File: src/rtl/fill_sequencer_if.sv
// -----------------------------------------------------------------------------
// fill_sequencer_if
// Handshake and data bundle between the pill-bottling controller and its
// neighbours (settings/keypad logic on the input side, display/buzzer logic
// on the output side).
//
// Signals:
//   start          one-cycle job start request
//   ack            one-cycle operator acknowledge
//   emergncy_stop  level, emergency stop
//   pill_edge      one-cycle pulse per pill dropped
//   conveyor_ok    level, conveyor running
//   pause          level, pause filling (only with FILL_PAUSE_EN)
//   target_pills   3 BCD digits, hundreds in [11:8]
//   target_bottles 2 BCD digits, tens in [7:4]
//   now_pills      BCD pills in the current bottle
//   now_bottles    BCD bottles completed
//   state          controller state (drives the status digit)
//   switch_req     one-cycle conveyor advance pulse
//   fault_code     0 none, 1 hopper, 2 conveyor, 3 emergency
//
// Modports: master drives the requests and watches the status,
//           slave is the controller side.
// Optional macro: FILL_PAUSE_EN adds the pause signal.
// -----------------------------------------------------------------------------
interface fill_sequencer_if;
   logic        start;
   logic        ack;
   logic        emergncy_stop;
   logic        pill_edge;
   logic        conveyor_ok;
`ifdef FILL_PAUSE_EN
   logic        pause;
`endif
   logic [11:0] target_pills;
   logic [7:0]  target_bottles;
   logic [11:0] now_pills;
   logic [7:0]  now_bottles;
   logic [2:0]  state;
   logic        switch_req;
   logic [1:0]  fault_code;

   modport master (
      output start, ack, emergncy_stop, pill_edge, conveyor_ok,
`ifdef FILL_PAUSE_EN
      output pause,
`endif
      output target_pills, target_bottles,
      input  now_pills, now_bottles, state, switch_req, fault_code
   );

   modport slave (
      input  start, ack, emergncy_stop, pill_edge, conveyor_ok,
`ifdef FILL_PAUSE_EN
      input  pause,
`endif
      input  target_pills, target_bottles,
      output now_pills, now_bottles, state, switch_req, fault_code
   );
endinterface

File: src/rtl/fill_sequencer.sv
// -----------------------------------------------------------------------------
// fill_sequencer
// Sequencing controller for the pill-bottling datapath. Accepts a validated
// BCD job, counts pill pulses, requests a conveyor advance between bottles,
// and supervises hopper starvation and conveyor faults. Emergency stop
// overrides everything.
//
// Ports:
//   clk_1khz    system clock
//   switch_clr  asynchronous active-low reset
//   bus         fill_sequencer_if.slave (requests, targets, counts, status)
//
// Parameters:
//   TICK_DIV    clock cycles per timer tick
//   SWITCH_SEC  bottle-switch dwell in ticks (1..15)
//   HOPPER_SEC  hopper watchdog timeout in ticks (1..15)
//
// Optional macro: FILL_PAUSE_EN adds a pause input and the PAUSED state (6).
// -----------------------------------------------------------------------------
module fill_sequencer #(
   parameter int unsigned TICK_DIV   = 1000,
   parameter int unsigned SWITCH_SEC = 2,
   parameter int unsigned HOPPER_SEC = 5
) (
   input logic             clk_1khz,
   input logic             switch_clr,
   fill_sequencer_if.slave bus
);

   localparam int unsigned PW = (TICK_DIV > 1) ? $clog2(TICK_DIV) : 1;
   localparam logic [PW-1:0] PRE_MAX = PW'(TICK_DIV - 1);
   localparam logic [3:0] SWITCH_LOAD = 4'(SWITCH_SEC);
   localparam logic [3:0] HOPPER_LOAD = 4'(HOPPER_SEC);

   typedef enum logic [2:0] {
      S_IDLE      = 3'd0,
      S_FILLING   = 3'd1,
      S_SWITCHING = 3'd2,
      S_DONE      = 3'd3,
      S_ERROR     = 3'd4,
      S_FATAL     = 3'd5
`ifdef FILL_PAUSE_EN
      , S_PAUSED  = 3'd6
`endif
   } state_t;

   // Ripple BCD increment over three digits; 999 wraps to 000.
   function automatic logic [11:0] bcd_inc(input logic [11:0] v);
      logic [11:0] r;
      logic        carry;
      r     = v;
      carry = 1'b1;
      for (int unsigned d = 0; d < 3; d++) begin
         if (carry) begin
            if (r[d*4 +: 4] == 4'd9) begin
               r[d*4 +: 4] = 4'd0;
            end else begin
               r[d*4 +: 4] = r[d*4 +: 4] + 4'd1;
               carry       = 1'b0;
            end
         end
      end
      return r;
   endfunction

   function automatic logic digits_ok(input logic [11:0] v);
      logic ok;
      ok = 1'b1;
      for (int unsigned d = 0; d < 3; d++) begin
         if (v[d*4 +: 4] > 4'd9) ok = 1'b0;
      end
      return ok;
   endfunction

   state_t        state_q;
   logic [11:0]   pills_q;
   logic [7:0]    bottles_q;
   logic [11:0]   tgt_pills_q;
   logic [7:0]    tgt_bottles_q;
   logic [1:0]    fault_q;
   logic          switch_req_q;
   logic [PW-1:0] pre_q;
   logic [3:0]    secs_q;

   logic          pause_req;
   logic          tick;
   logic          expire;
   logic          timer_run;
   logic          targets_ok;
   logic [11:0]   pills_inc;
   logic [11:0]   bottles_wide;
   logic          pill_hit;
   logic          bottle_hit;
   logic          pill_take;

`ifdef FILL_PAUSE_EN
   assign pause_req = bus.pause;
`else
   assign pause_req = 1'b0;
`endif

   always_comb begin
      tick         = (pre_q == PRE_MAX);
      expire       = tick && (secs_q == 4'd1);
      // Pausing freezes the timer in the same cycle, so resume continues
      // from exactly where it stopped.
      timer_run    = ((state_q == S_FILLING) && !pause_req) ||
                     (state_q == S_SWITCHING);
      targets_ok   = digits_ok(bus.target_pills) &&
                     digits_ok({4'h0, bus.target_bottles}) &&
                     (bus.target_pills != 12'h000) &&
                     (bus.target_bottles != 8'h00);
      pills_inc    = bcd_inc(pills_q);
      bottles_wide = bcd_inc({4'h0, bottles_q});
      pill_hit     = (pills_inc == tgt_pills_q);
      bottle_hit   = (bottles_wide == {4'h0, tgt_bottles_q});
      // A counted pill in FILLING, or the pill that clears a hopper fault.
      // ack in ERROR takes precedence over the resume.
      pill_take    = bus.pill_edge &&
                     (((state_q == S_FILLING) && !pause_req) ||
                      ((state_q == S_ERROR) && (fault_q == 2'd1) && !bus.ack));
   end

   always_ff @(posedge clk_1khz or negedge switch_clr) begin
      if (!switch_clr) begin
         state_q       <= S_IDLE;
         pills_q       <= '0;
         bottles_q     <= '0;
         tgt_pills_q   <= '0;
         tgt_bottles_q <= '0;
         fault_q       <= '0;
         switch_req_q  <= 1'b0;
         pre_q         <= '0;
         secs_q        <= '0;
      end else begin
         switch_req_q <= 1'b0;

         if (timer_run) begin
            if (tick) begin
               pre_q  <= '0;
               secs_q <= secs_q - 4'd1;
            end else begin
               pre_q <= pre_q + PW'(1);
            end
         end

         if (bus.emergncy_stop) begin
            state_q <= S_FATAL;
            fault_q <= 2'd3;
         end else if (pill_take) begin
            // Pill wins over a same-cycle watchdog expiry; loads below
            // override the timer update above.
            pills_q <= pills_inc;
            fault_q <= 2'd0;
            pre_q   <= '0;
            secs_q  <= HOPPER_LOAD;
            if (pill_hit) begin
               bottles_q <= bottles_wide[7:0];
               if (bottle_hit) begin
                  state_q <= S_DONE;
               end else begin
                  state_q      <= S_SWITCHING;
                  switch_req_q <= 1'b1;
                  secs_q       <= SWITCH_LOAD;
               end
            end else begin
               state_q <= S_FILLING;
            end
         end else begin
            unique case (state_q)
               S_IDLE: begin
                  if (bus.start) begin
                     tgt_pills_q   <= bus.target_pills;
                     tgt_bottles_q <= bus.target_bottles;
                     if (targets_ok) begin
                        pills_q   <= '0;
                        bottles_q <= '0;
                        fault_q   <= 2'd0;
                        pre_q     <= '0;
                        secs_q    <= HOPPER_LOAD;
                        state_q   <= S_FILLING;
                     end
                  end
               end
               S_FILLING: begin
                  if (pause_req) begin
`ifdef FILL_PAUSE_EN
                     state_q <= S_PAUSED;
`endif
                  end else if (expire) begin
                     state_q <= S_ERROR;
                     fault_q <= 2'd1;
                  end
               end
               S_SWITCHING: begin
                  if (expire) begin
                     if (bus.conveyor_ok) begin
                        pills_q <= '0;
                        pre_q   <= '0;
                        secs_q  <= HOPPER_LOAD;
                        state_q <= S_FILLING;
                     end else begin
                        state_q <= S_ERROR;
                        fault_q <= 2'd2;
                     end
                  end
               end
               S_ERROR: begin
                  if (bus.ack) begin
                     state_q <= S_IDLE;
                  end else if ((fault_q == 2'd2) && bus.conveyor_ok) begin
                     pills_q <= '0;
                     pre_q   <= '0;
                     secs_q  <= HOPPER_LOAD;
                     fault_q <= 2'd0;
                     state_q <= S_FILLING;
                  end
               end
               S_DONE: begin
                  if (bus.ack) state_q <= S_IDLE;
               end
               S_FATAL: begin
                  // Only reached here with emergncy_stop low.
                  if (bus.ack) begin
                     state_q <= S_IDLE;
                     fault_q <= 2'd0;
                  end
               end
`ifdef FILL_PAUSE_EN
               S_PAUSED: begin
                  if (bus.ack) begin
                     state_q <= S_IDLE;
                  end else if (!bus.pause) begin
                     state_q <= S_FILLING;
                  end
               end
`endif
               default: state_q <= S_IDLE;
            endcase
         end
      end
   end

   assign bus.now_pills   = pills_q;
   assign bus.now_bottles = bottles_q;
   assign bus.state       = state_q;
   assign bus.switch_req  = switch_req_q;
   assign bus.fault_code  = fault_q;

endmodule
File: src/flat_wrapper.sv
// flat-port wrapper written by rule: the top's interface ports become plain ports
module fill_sequencer_flat 
#(
   parameter int unsigned TICK_DIV   = 1000,
   parameter int unsigned SWITCH_SEC = 2,
   parameter int unsigned HOPPER_SEC = 5
)
  (clk_1khz, switch_clr, bus_start, bus_ack, bus_emergncy_stop, bus_pill_edge, bus_conveyor_ok, bus_target_pills, bus_target_bottles, bus_now_pills, bus_now_bottles, bus_state, bus_switch_req, bus_fault_code);
  fill_sequencer_if bus_i ();
  input logic clk_1khz;
  input logic switch_clr;
  input wire logic [$bits(bus_i.start)-1:0] bus_start;
  input wire logic [$bits(bus_i.ack)-1:0] bus_ack;
  input wire logic [$bits(bus_i.emergncy_stop)-1:0] bus_emergncy_stop;
  input wire logic [$bits(bus_i.pill_edge)-1:0] bus_pill_edge;
  input wire logic [$bits(bus_i.conveyor_ok)-1:0] bus_conveyor_ok;
  input wire logic [$bits(bus_i.target_pills)-1:0] bus_target_pills;
  input wire logic [$bits(bus_i.target_bottles)-1:0] bus_target_bottles;
  output wire logic [$bits(bus_i.now_pills)-1:0] bus_now_pills;
  output wire logic [$bits(bus_i.now_bottles)-1:0] bus_now_bottles;
  output wire logic [$bits(bus_i.state)-1:0] bus_state;
  output wire logic [$bits(bus_i.switch_req)-1:0] bus_switch_req;
  output wire logic [$bits(bus_i.fault_code)-1:0] bus_fault_code;
  assign bus_i.start = bus_start;
  assign bus_i.ack = bus_ack;
  assign bus_i.emergncy_stop = bus_emergncy_stop;
  assign bus_i.pill_edge = bus_pill_edge;
  assign bus_i.conveyor_ok = bus_conveyor_ok;
  assign bus_i.target_pills = bus_target_pills;
  assign bus_i.target_bottles = bus_target_bottles;
  assign bus_now_pills = bus_i.now_pills;
  assign bus_now_bottles = bus_i.now_bottles;
  assign bus_state = bus_i.state;
  assign bus_switch_req = bus_i.switch_req;
  assign bus_fault_code = bus_i.fault_code;
  fill_sequencer #(.TICK_DIV(TICK_DIV), .SWITCH_SEC(SWITCH_SEC), .HOPPER_SEC(HOPPER_SEC)) u_core (.clk_1khz(clk_1khz), .switch_clr(switch_clr), .bus(bus_i));
endmodule
File: config.mk
export PLATFORM = sky130hd
export DESIGN_NAME = fill_sequencer_flat
export DESIGN_NICKNAME = d
export VERILOG_FILES = /design/src/rtl/fill_sequencer_if.sv /design/src/rtl/fill_sequencer.sv /design/src/flat_wrapper.sv
export SDC_FILE = /design/constraint.sdc
export NUM_CORES = 1
export LEC_CHECK = 0
export ABC_AREA = 1
export CAP_MARGIN = 20
export CORE_UTILIZATION = 50
export DETAILED_ROUTE_END_ITERATION = 16
export PLACE_DENSITY_LB_ADDON = 0.25
export RECOVER_POWER = 100
export SLEW_MARGIN = 25
export SYNTH_ARGS = -nofsm -noshare
export SYNTH_HDL_FRONTEND = slang
export SYNTH_SLANG_ARGS = --single-unit
File: constraint.sdc
create_clock -name clk_1khz -period 3.04 [get_ports clk_1khz]
set_input_delay 0.456 -clock clk_1khz [delete_from_list [all_inputs] [get_ports clk_1khz]]
set_output_delay 0.456 -clock clk_1khz [all_outputs]
set_load 0.05 [all_outputs]
Word-level counts from Yosys, hierarchy flattened
Cells that the tools add are included.

storage, ports and cells
  register bits = 60
  input port bits = 27
  output and inout bits = 26
  word-level logic and storage cells = 166

cells by class
  add/sub/neg operators = 7
  $lt $le $gt $ge = 5
  eq/ne operators = 33
  multiplexer cells = 85
  bitwise logic cells = 2
  reductions and logical operators = 25

operator list
  operator                 count
  $mux W10                 10
  $mux W12                 7
  $mux W4                  19
  $mux W8                  5
  $pmux W12 S3             1
  $mux W3                  11
  $pmux W10 S3             1
  $mux W2                  11
  $add A4 B1 Y4 const B    5
  $eq A4 B4 Y1 const B     5
  $gt A4 B4 Y1 const B     5
  $ne A4 B3 Y1 const B     5
  $mux W1                  17
  $pmux W3 S5              1
  $eq A12 B12 Y1           1
  $ne A3 B2 Y1 const B     4
  $ne A4 B2 Y1 const B     3
  $pmux W4 S3              1
  $reduce_bool A12 Y1      1
  $add A10 B1 Y10 const B  1
  $eq A10 B10 Y1 const B   1
  $pmux W2 S5              1
  $eq A9 B8 Y1             1
  $reduce_and A9 Y1        1
  25 further kinds         39

Longest topological paths before layout
Gate-level depths: netlist of run 1.

  depth after elaboration = 12
  gate-level depth with buffers = 16
  mapped depth without buffers = 16

Worst setup path before layout of run 1
Ideal clock, no wire load.

  path kind = register to register
  start point = reg u_core.pills_q[4], in the netlist u_core.bus.now_pills[4]
  end point = reg u_core.bottles_q[2], in the netlist u_core.bus.now_bottles[2]
  arrival time = 2.206 ns
  required time = 2.916 ns
  slack = 0.710 ns
  stages on the path, launching flop included = 14
  buffers on the path = 1
  cell sequence = dfrtp_1 > ha_1 > nand2_1 > nor2_2 > nand3_1 > nand3_1 > nand2_1 > nor2_1 > nand2_1 > nor2_4 > nand4_4 > nand2_4 > buf_8 > o21ai_1

between the ends
  cells in the longest elaborated chain, start to end = 7

RTL lines
  what                                                                   line                   text
  start, declared                                                        fill_sequencer.sv:76   logic [11:0] pills_q;
  start signal, assigned                                                 fill_sequencer.sv:153  pills_q <= pills_inc;
  parallel branches: the longest is 4 deep, another holds $add A4 B1 Y4  --
  $eq A12 B12 Y1 *                                                       fill_sequencer.sv:115  pill_hit = (pills_inc == tgt_pills_q);
  $ne A2 B1 Y1 (no line) *                                               --
  $reduce_and A5 Y1 (no line) *                                          --
  end signal, assigned                                                   fill_sequencer.sv:158  bottles_q <= bottles_wide[7:0];
  end, declared                                                          fill_sequencer.sv:77   logic [7:0] bottles_q;

Every way passes the cells marked *.
A chain may end at the register's enable or synchronous reset.

Worst setup path after layout of run 1
  start point = in bus_ack
  end point = reg u_core.tgt_bottles_q[7]

between the ends
  cells in the longest elaborated chain, start to end = 6

RTL lines
  what                         line                   text
  start, declared              flat_wrapper.sv:13     input wire logic [$bits(bus_i.ack)-1:0] bus_ack;
  $logic_not A1 Y1             fill_sequencer.sv:121  ((state_q == S_ERROR) && (fault_q == 2'd1) && !bus.ack));
  $logic_and A1 B1 Y1          fill_sequencer.sv:121
  $logic_or A1 B1 Y1           fill_sequencer.sv:120  (((state_q == S_FILLING) && !pause_req) ||
  $logic_and A1 B1 Y1          fill_sequencer.sv:119  pill_take = bus.pill_edge &&
  $not A1 Y1 (no line)         --
  $reduce_and A4 Y1 (no line)  --
  end signal, assigned         fill_sequencer.sv:174  tgt_bottles_q <= bus.target_bottles;
  end, declared                fill_sequencer.sv:79   logic [7:0] tgt_bottles_q;

No other way between the ends.

==> impl_results.md, run 1 <==
- CTS Sinks: 60
- Setup CP Type: in2reg
- Clk pin slew, worst setup/hold paths: 0.07 ns
- Vias after detailed routing: 3967
- Post-CTS Setup Inserts: 0
- Core Region: 7810 um^2
- Register area share after synthesis: 36.7%
- Clk root buf: clkbuf_8
- Number of synthesized register bits: 60
- GRT met3 Usage: 3.86%
- Area of the die: 8560 um^2
- Area taken by multi-input logic gates: 2160 um^2
- Cell family with most CP delay: simple AND/OR/NAND/NOR gates
- Relative slew slack: 22.4%
- Sequential cell area: 1500 um^2
- RSZ-0062 raised after global routing: false
- Simple-Gate Fraction of Synth Area: 36.7%
- Worst min path class: in2async
- Required @ worst endpoint: 3.25 ns
- CP Launch Type: input port
- CP max FO: 27
- Setup Skew: 0.00535 ns
- Mean routed wirelength per cell: 13.0 um
- Period minus WS final: 2.61 ns
- Post-synth top area share: 36.7%
- CTS Hold Bufs: 0
- Post_cts resized: 0
- Mux contribution to synthesized area: 0.825%
- Ys Warns: 0
- Fraction of layout instances using a drive strength above 1: 9.10%
- Final #Nets: 679
- Remaining global-route overflow: 0
- Filler-free cell count of the finished design: 750
- Starting DRT DRC Count: 231
- Num ports: 53
- Crit-path most repeated cell: nand2_1
- GRT Util Overall: 24.8%
- MaxCap Viol Count: 0
- Total CTS buffers: 9
- Setup WS pre-CTS: 0.379 ns
- PD cells: 847 nW/um^2
- CTS tree: done
- Number of global-route vias before repair: 3736
- Grt met2 use: 39.1%
- Die width: 92.5 um
- Hold slack final: 0.321 ns
- CP cell instances: clkdlybuf4s50_1 > nor2_1 > nand3_1 > nand2_1 > nand2_1 > inv_1 > nor2_4 > nand3_4 > clkbuf_1 > nand2_1 > o21ai_0
- Post-synthesis adder-cell area fraction: 2.75%
- First-pass GRT wire length: 16800 um
- Fin. Hold Viols: 0
- Top Usage Layer GRT: met2
- Final Instance Area: 4920 um^2
- Slowest cell on the critical path: clkdlybuf4s50_1
- Syn Area/Cell: 7.01 um^2
- Utilization after layout: 63.0%
- Clock tree buffer depth: 2
- # setup viols final: 0
- Site Rows: 32
- CP arrival: 2.82 ns
- Drt first pass iters: 5
- Max rail drop VDD: 0.411 mV
- Design Power: 4.17 mW
- Setup tns final: 0 ns
- GPL Wtd Cong: 0.888
- Area growth syn-to-layout: 20.1%
- Crit. End Element: flop
- Final WL: 9740 um
- Largest family of logic cells by synthesized area: simple AND/OR/NAND/NOR gates
- Syn Nets: 620
- Synth Area in Compound Gates: 10.8%
- H-tree depth: 3
- Fillers: 733
- # port buffers: 52
- Most frequent cells in the layout: 164 x nand2_1, 96 x inv_1, 60 x dfrtp_1, 59 x nand3_1, 49 x nor2_1
- Most common cell after layout, fill and taps aside: nand2_1
- Synth Area in XOR/XNOR: 1.89%
- Final period util: 85.8%
- Placed cells: 734
- Final Max Slew Viols: 0
- Die height: 92.5 um
- Met1 Usage GRT: 34.5%
- Antenna Cells: 0
- DP Area: 4730 um^2
- Pleak: 2.57 nW
- Clk Latency, worst-skew pair: 0.34 ns
- Syn Inst Count: 584
- Initial antenna violation count: 0
- Worst-Margin Slew: 1.16 ns
- Yosys cell types: 41
- Synth area leaders: dfrtp_1 37%, nand2_1 15%, inv_1 8.7%, nand3_1 7.2%, nor2_1 4.4%
- Starting Density: 52.5%
- Status: completed
- Dpl hpwl: 7290 um
- Final antenna-violating net count: 0
- Leading area contributor after synthesis: dfrtp_1
- Largest net degree at the start of global routing: 43
- Synthesized area: 4100 um^2
- CP Buf/Inv Count: 3
- CP max stage delay: 0.54 ns
- Drt drc: 0
- Vias per cell: 5.29
- Maximum clock rate: 0.383 GHz
- Setup ws final: 0.432 ns
## path summary, 6_finish.rpt
kind / slack [ns] / cells past startpoint / end / from
max: 0.43 / 11 / u_core.tgt_bottles_q[7] / bus_ack
min: 0.32 / 1 / u_core.pre_q[8] / switch_clr
max reg2reg: 0.45 / 12 / u_core.tgt_bottles_q[7] / u_core.bus.state[0]
min reg2reg: 0.49 / 2 / u_core.tgt_bottles_q[3] / u_core.tgt_bottles_q[3]
max in group asynchronous: 1.08 / 2 / u_core.bus.now_bottles[6] / switch_clr
min in group clk_1khz: 0.49 / 2 / u_core.tgt_bottles_q[3] / u_core.tgt_bottles_q[3]
## power breakdown
group	switching, mW	internal (mW)	total, mW
clock	0.326	0.421	0.747
sequential	0.279	1.06	1.34
combinational	1.37	0.707	2.08
total	1.98	2.19	4.17
## routing by layer
metal	routed length (um)	up-vias
met5	0	-
met4	174	0
met3	546	17
met2	4450	110
met1	4570	1847
li1	-	1993
## synth_stat cells
master and number:
o21ai_0 30, o21ai_2 6, nor3_2 1, nand3_1 59, mux2_2 3, or2_2 3, a21oi_4 1, nand4_1 15
nor4_1 1, a21o_1 1, dfrtp_1 60, xnor2_1 1, buf_8 1, nand4_4 1, nand3b_1 4, clkbuf_1 5
nor3_1 5, or2_1 1, inv_2 5, a21oi_1 13, xor2_2 1, o221ai_1 2, nor2_2 1, nor2_1 48
o2111ai_1 1, inv_1 95, nand3_4 1, a31oi_1 1, ha_1 9, nor2_8 1, nand3_2 2, a31o_2 1
xor2_1 6, nand2_1 163, nand2_2 8, o21ai_1 7, nor2_4 5, nand2_4 3, o31ai_1 7, o211ai_1 3
buf_2 3
## sequential cells by signal, indices dropped and copies added (netlist names)
| name | cells |
|---|---|
| u_core.bus.now_pills | 12 |
| u_core.bus.switch_req | 1 |
| u_core.pre_q | 10 |
| u_core.secs_q | 4 |
| u_core.tgt_bottles_q | 8 |
| u_core.bus.state | 3 |
| u_core.bus.now_bottles | 8 |
| u_core.bus.fault_code | 2 |
| u_core.tgt_pills_q | 12 |
## final cells by class
class	count	area share, %
Sequential cell	60	30.5
Timing Repair Buffer	57	11.1
Multi-Input combinational cell	415	44.0
Tap cell	102	2.60
Clock inverter	4	0.967
Inverter	100	7.63
Clock buffer	12	3.16
## worst register-to-register path, cell delays in order (launching register included)
cell      delay, ns
dfrtp_1        0.47
nor2_1         0.09
nand2_1        0.10
nor2_1         0.05
nand3_1        0.06
nand2_1        0.05
nand2_1        0.36
inv_1          0.29
nor2_4         0.25
nand3_4        0.29
clkbuf_1       0.29
nand2_1        0.09
o21ai_0        0.08
## kinds of logic (layout without fill, tap and decap cells)
group,count (synthesis),in the layout
and+or+nand+nor,322,322
buffers and inverters,109,173
AOI/OAI and AO/OA,73,73
DFF,60,60
adders and majority gates,9,9
xor gates and xnor gates,8,8
muxes,3,3
Note: power is estimated with default switching activity, not from simulation.
==> run 2, diff against run 1 <==
- GPL_ROUTABILITY_DRIVEN: not set -> 0
==> results of run 2 <==
Same layout as run 1: the final DEF is identical, and so are final timing and power.
